<file path="src/rtl/inst_fetch.sv">
// -----------------------------------------------------------------------------
// inst_fetch
//
// Instruction fetch unit. Builds one 32-bit little-endian instruction from
// four byte reads on the shared byte-wide memory port. It then presents the
// instruction and its PC to decode, and redirects on a branch/jump from
// execute.
//
// Ports
//   clk_in            rising-edge clock
//   rst_in            asynchronous, active-low reset
//   stall_in          decode cannot take the held instruction this cycle
//   branch_flag_in    one-cycle redirect request from execute
//   branch_target_in  redirect PC, used as-is
//   mem_req_out       byte read request
//   mem_addr_out      byte address of the request, 0 when no request
//   mem_gnt_in        request accepted this cycle
//   mem_data_in       read data, valid the cycle after a granted request
//   inst_valid_out    inst_out/pc_out hold a complete instruction
//   pc_out            address of inst_out
//   inst_out          assembled instruction, byte k = mem[pc+k]
//   fsm_state_out     current FSM state (debug visibility)
//
// Handshakes
//   Memory side: a request is taken on any cycle where mem_req_out and
//   mem_gnt_in are both 1. Its byte appears on mem_data_in in the next cycle.
//   A refused request is held unchanged until it is granted.
//   Decode side: when inst_valid_out is 1, the instruction is consumed on
//   every cycle where stall_in is 0. inst_out/pc_out are held stable until it
//   is consumed. A redirect squashes the instruction, even when it is
//   consumed in the same cycle.
// -----------------------------------------------------------------------------
module inst_fetch #(
  parameter logic [31:0] RESET_PC = 32'h0
) (
  input  logic        clk_in,
  input  logic        rst_in,
  input  logic        stall_in,
  input  logic        branch_flag_in,
  input  logic [31:0] branch_target_in,
  output logic        mem_req_out,
  output logic [31:0] mem_addr_out,
  input  logic        mem_gnt_in,
  input  logic [7:0]  mem_data_in,
  output logic        inst_valid_out,
  output logic [31:0] pc_out,
  output logic [31:0] inst_out,
  output logic [1:0]  fsm_state_out
);

  typedef enum logic [1:0] {
    IDLE  = 2'd0,
    FETCH = 2'd1,
    DONE  = 2'd2
  } state_t;

  state_t      state;
  state_t      state_nxt;
  logic [31:0] fetch_pc;
  logic [2:0]  issue_cnt;
  logic [2:0]  recv_cnt;
  logic        pend;
  logic [1:0]  pend_idx;
  logic [31:0] asm_buf;
  logic [31:0] asm_word;
  logic        last_byte;

  assign fsm_state_out = state;

  // The request depends only on registered state, so the arbiter's grant
  // never feeds back into the request it is answering.
  assign mem_req_out  = (state == FETCH) && (issue_cnt < 3'd4);
  assign mem_addr_out = mem_req_out ? (fetch_pc + {29'd0, issue_cnt}) : 32'd0;

  // The fourth byte is arriving this cycle. It completes the word at the edge.
  assign last_byte = (state == FETCH) && pend && (recv_cnt == 3'd3);

  // Assembly buffer with the arriving byte merged in. This value is used both
  // for the buffer update and for the completed-word load.
  always_comb begin
    asm_word = asm_buf;
    case (pend_idx)
      2'd0:    asm_word[7:0]   = mem_data_in;
      2'd1:    asm_word[15:8]  = mem_data_in;
      2'd2:    asm_word[23:16] = mem_data_in;
      default: asm_word[31:24] = mem_data_in;
    endcase
  end

  always_ff @(posedge clk_in or negedge rst_in) begin
    if (!rst_in) begin
      state <= IDLE;
    end else begin
      state <= state_nxt;
    end
  end

  always_comb begin
    state_nxt = state;
    if (branch_flag_in) begin
      state_nxt = FETCH;
    end else begin
      case (state)
        IDLE:    state_nxt = FETCH;
        FETCH:   if (last_byte) state_nxt = DONE;
        DONE:    if (!stall_in) state_nxt = FETCH;
        default: state_nxt = IDLE;
      endcase
    end
  end

  always_ff @(posedge clk_in or negedge rst_in) begin
    if (!rst_in) begin
      fetch_pc       <= RESET_PC;
      issue_cnt      <= 3'd0;
      recv_cnt       <= 3'd0;
      pend           <= 1'b0;
      pend_idx       <= 2'd0;
      asm_buf        <= 32'd0;
      inst_out       <= 32'd0;
      pc_out         <= RESET_PC;
      inst_valid_out <= 1'b0;
    end else if (branch_flag_in) begin
      // Clearing pend drops the byte of any request still in flight.
      fetch_pc       <= branch_target_in;
      issue_cnt      <= 3'd0;
      recv_cnt       <= 3'd0;
      pend           <= 1'b0;
      inst_valid_out <= 1'b0;
    end else begin
      case (state)
        IDLE: begin
          fetch_pc  <= RESET_PC;
          issue_cnt <= 3'd0;
          recv_cnt  <= 3'd0;
          pend      <= 1'b0;
        end
        FETCH: begin
          if (mem_req_out && mem_gnt_in) begin
            issue_cnt <= issue_cnt + 3'd1;
            pend      <= 1'b1;
            pend_idx  <= issue_cnt[1:0];
          end else begin
            pend <= 1'b0;
          end
          if (pend) begin
            asm_buf  <= asm_word;
            recv_cnt <= recv_cnt + 3'd1;
          end
          if (last_byte) begin
            inst_out       <= asm_word;
            pc_out         <= fetch_pc;
            inst_valid_out <= 1'b1;
          end
        end
        DONE: begin
          if (!stall_in) begin
            inst_valid_out <= 1'b0;
            fetch_pc       <= fetch_pc + 32'd4;
            issue_cnt      <= 3'd0;
            recv_cnt       <= 3'd0;
          end
        end
        default: begin
          pend <= 1'b0;
        end
      endcase
    end
  end

endmodule
</file>
<file path="config.mk">
export PLATFORM = sky130hd
export DESIGN_NAME = inst_fetch
export DESIGN_NICKNAME = d
export VERILOG_FILES = /design/src/rtl/inst_fetch.sv
export SDC_FILE = /design/constraint.sdc
export NUM_CORES = 1
export LEC_CHECK = 0
export ABC_CLOCK_PERIOD_IN_PS = 2000
export CELL_PAD_IN_SITES_DETAIL_PLACEMENT = 1
export CELL_PAD_IN_SITES_GLOBAL_PLACEMENT = 1
export CORE_UTILIZATION = 36
export DETAILED_ROUTE_END_ITERATION = 12
export GPL_ROUTABILITY_DRIVEN = 0
export HOLD_SLACK_MARGIN = 0.06
export PLACE_DENSITY_LB_ADDON = 0.1
export SYNTH_ARGS = -nofsm -noshare
export SYNTH_HDL_FRONTEND = slang
export SYNTH_SLANG_ARGS = --single-unit
export TNS_END_PERCENT = 5
</file>
<file path="constraint.sdc">
create_clock -name clk_in -period 2 [get_ports clk_in]
set_input_delay 0.2 -clock clk_in [delete_from_list [all_inputs] [get_ports clk_in]]
set_output_delay 0.2 -clock clk_in [all_outputs]
set_load 0.05 [all_outputs]
</file>
==> metrics <==
outcome finished with violations; failing checks negative setup slack; core area 19,590 um^2; Avg Cell Area, Syn 10.19 um^2; WS Path Type reg2out; Final Setup Violations 32; global-route wire length before repair 39,270 um; die width 143.8 um; TritonCTS clock tree built; Clock Path Buffers 2; max_cap viols 0; CTS root buffer clkbuf_16; number of synthesized flops with an enable pin 0; setup tns final -14.44 ns; final total power 8.185 mW; reg-to-reg startpoint fetch_pc[2]; Final Critical Period 2.634 ns; H-tree depth 4; final design utilization 56.59%; post-synthesis sequential area ratio 48.40%; I/O Buffers 144; Syn Inst Count 710; Cell Chain, Critical Path ha_2, fa_2, a21o_4, nand4b_4, buf_6, nor2_4, nor2_4, a311oi_4, buf_12; vias in the first global route 7,182; clock sink count 140; Synth Net Count 763; final cell count without fillers 1,214; total track usage 25.16%; drt via density 5.401; post-route ant nets 0; reg2reg setup slack 0.08 ns; CTS Buf Count 17; Crit path largest cell delay 0.36 ns; DRC Markers 0; clock slew at reported path FFs 0.07 ns; share of post-route cells with drive strength above 1 35.72%; Pwr Density 738.2 nW/um^2; Yosys warning count 0; total grt overflow 0; Setup crit end kind primary output; RSZ-0062 raised after global routing true; Top cell by count, worst path nor2_4; PnR worst setup slack -0.6341 ns; synth unique cells 55; startpoint type of the worst setup path flop; Starting Density 36.95%; WP data arrival 2.43 ns; die area 20,680 um^2; WP buf/inv 2; post-synthesis async set-or-reset flop share 100.0%; clk_lat worst skew 0.43 ns; chip height 143.8 um; FF-to-FF path depth 7; ant diodes 0; largest net degree at the start of global routing 60; final layout net count 989; # IOs 145; HP Class in2async; DP HPWL 18,460 um; via count 6,557; worst r2r dst fetch_pc[24]; mapped cell area 7238 um^2; f_max 0.3796 GHz; Main synth FF type dfrtp_1; critical path required time 1.80 ns; std cell rows 51; cell count after placement 1,175; Slew Limit Fails 0; Final Cycle Share 131.7%; flops & latches, synth 140; Lkg Pwr 4.961 nW; slowest stage cell, crit path dfrtp_1; DRT iter0 DRCs 261; wire per inst 20.47 um; Rel. slew slack 62.69%; Routed WL 24,850 um; Initial DRT Pass Iterations 4; synthesis-to-layout area growth 53.17%; VDD IR max 0.5718 mV; worst-path fanout max 7; initial antenna violation count 1; crit-path leading delay family compound AO/OA/AOI/OAI gates; worst-margin pin slew 0.5578 ns; Hold Vio Cnt, Final 0; Worst Skew 0.01328 ns
-- flip-flops by register name, indices dropped and copies added (netlist names) --
signal	count
issue_cnt	3
pend_idx	2
pend	1
pc_out	32
inst_out	32
fsm_state_out	2
fetch_pc	32
inst_valid_out	1
asm_buf	32
recv_cnt	3
-- cells in the mapped netlist, types with 6 or more instances --
master / instances / area, um^2
xnor2_1: 14 / 122.6
buf_2: 23 / 115.1
a22oi_1: 9 / 67.56
nand2_1: 86 / 322.8
mux2_2: 62 / 698.2
a21oi_1: 23 / 115.1
nor2_1: 50 / 187.7
ha_1: 7 / 87.58
o311ai_0: 6 / 52.55
nand3_1: 21 / 105.1
o21ai_0: 73 / 365.4
mux2i_1: 36 / 360.4
inv_1: 9 / 33.78
xor2_1: 12 / 105.1
nand4_1: 14 / 87.58
nor3_1: 11 / 55.05
clkbuf_1: 23 / 86.33
dfrtp_1: 140 / 3503
or3_1: 6 / 37.54
-- per-stage QoR --
stage               area [um^2]  hold WS [ns]  setup WS (ns)
floorplan                  7460      -0.09559        -0.1317
global placement          10170        0.1600        -0.2029
detailed placement        10170        0.1604        -0.2732
CTS                       10930        0.2849        -0.6373
global route              11090        0.2983        -0.7219
finish                    11090        0.2853        -0.6341
-- worst max-delay path by stage --
stage	endpoint	slack [ns]	start	cells after the start
CTS	mem_addr_out[28]	-0.64	fetch_pc[0]	9
finish	mem_addr_out[14]	-0.63	issue_cnt[0]	9
detailed placement	mem_addr_out[20]	-0.27	issue_cnt[0]	9
global route	mem_addr_out[30]	-0.72	issue_cnt[0]	9
floorplan	mem_addr_out[18]	-0.13	issue_cnt[0]	7
global placement	mem_addr_out[14]	-0.20	issue_cnt[0]	9
-- cells by family (layout without fill, tap and decap cells) --
logic type,Yosys count,after routing,synth area share (%)
and+or+nand+nor,234,234,16.92
muxes,98,98,14.62
adders and majority gates,8,8,1.487
DFF,140,140,48.40
xor gates and xnor gates,26,26,3.146
buffers and inverters,64,303,3.941
AOI/OAI and AO/OA,140,140,11.48
-- report_power, final --
group	leakage, nW	switching [mW]	internal [mW]
sequential	1.87	0.172	3.05
combinational	2.82	0.973	0.853
clock	0.265	1.38	1.75
-- layer usage --
layer / wire length (um) / GRT usage (%)
met3: 1084 / 4.332
met5: 0 / 0
met4: 617 / 10.25
met1: 10000 / 29.60
met2: 13140 / 45.20
-- layout by cell type (no fill, tap or decap), types with 8 or more instances in the layout --
cell type and n:
a21oi_1 18, a22oi_1 9, buf_12 35, buf_4 106
buf_6 9, clkbuf_16 17, clkdlybuf4s50_1 109, dfrtp_1 135
inv_1 9, mux2_2 62, mux2i_1 36, nand2_1 86
nand3_1 17, nand4_1 14, nor2_1 20, nor2_2 18
nor2_4 14, o21ai_0 68, xnor2_2 8, xor2_1 8
-- timing repair --
item | CTS | global route
cloned | 0 | 0
resized for setup | 32 | 31
endpoints found under the hold margin | 39 | 0
pin swaps | 14 | 22
hold buffers | 1 | 0
buffers inserted | 3 | 3
setup endpoints to repair | 40 | 43
-- final cells by class --
class / instances / area, um^2
Multi-Input combinational cell: 506 / 3911
Clock buffer: 17 / 425.4
Inverter: 9 / 33.78
Sequential cell: 140 / 3510
Timing Repair Buffer: 262 / 2723
Clock inverter: 15 / 152.6
Fill cell: 2051 / 8503
Tap cell: 265 / 331.6
No activity file was read; power rests on OpenSTA's default activity.
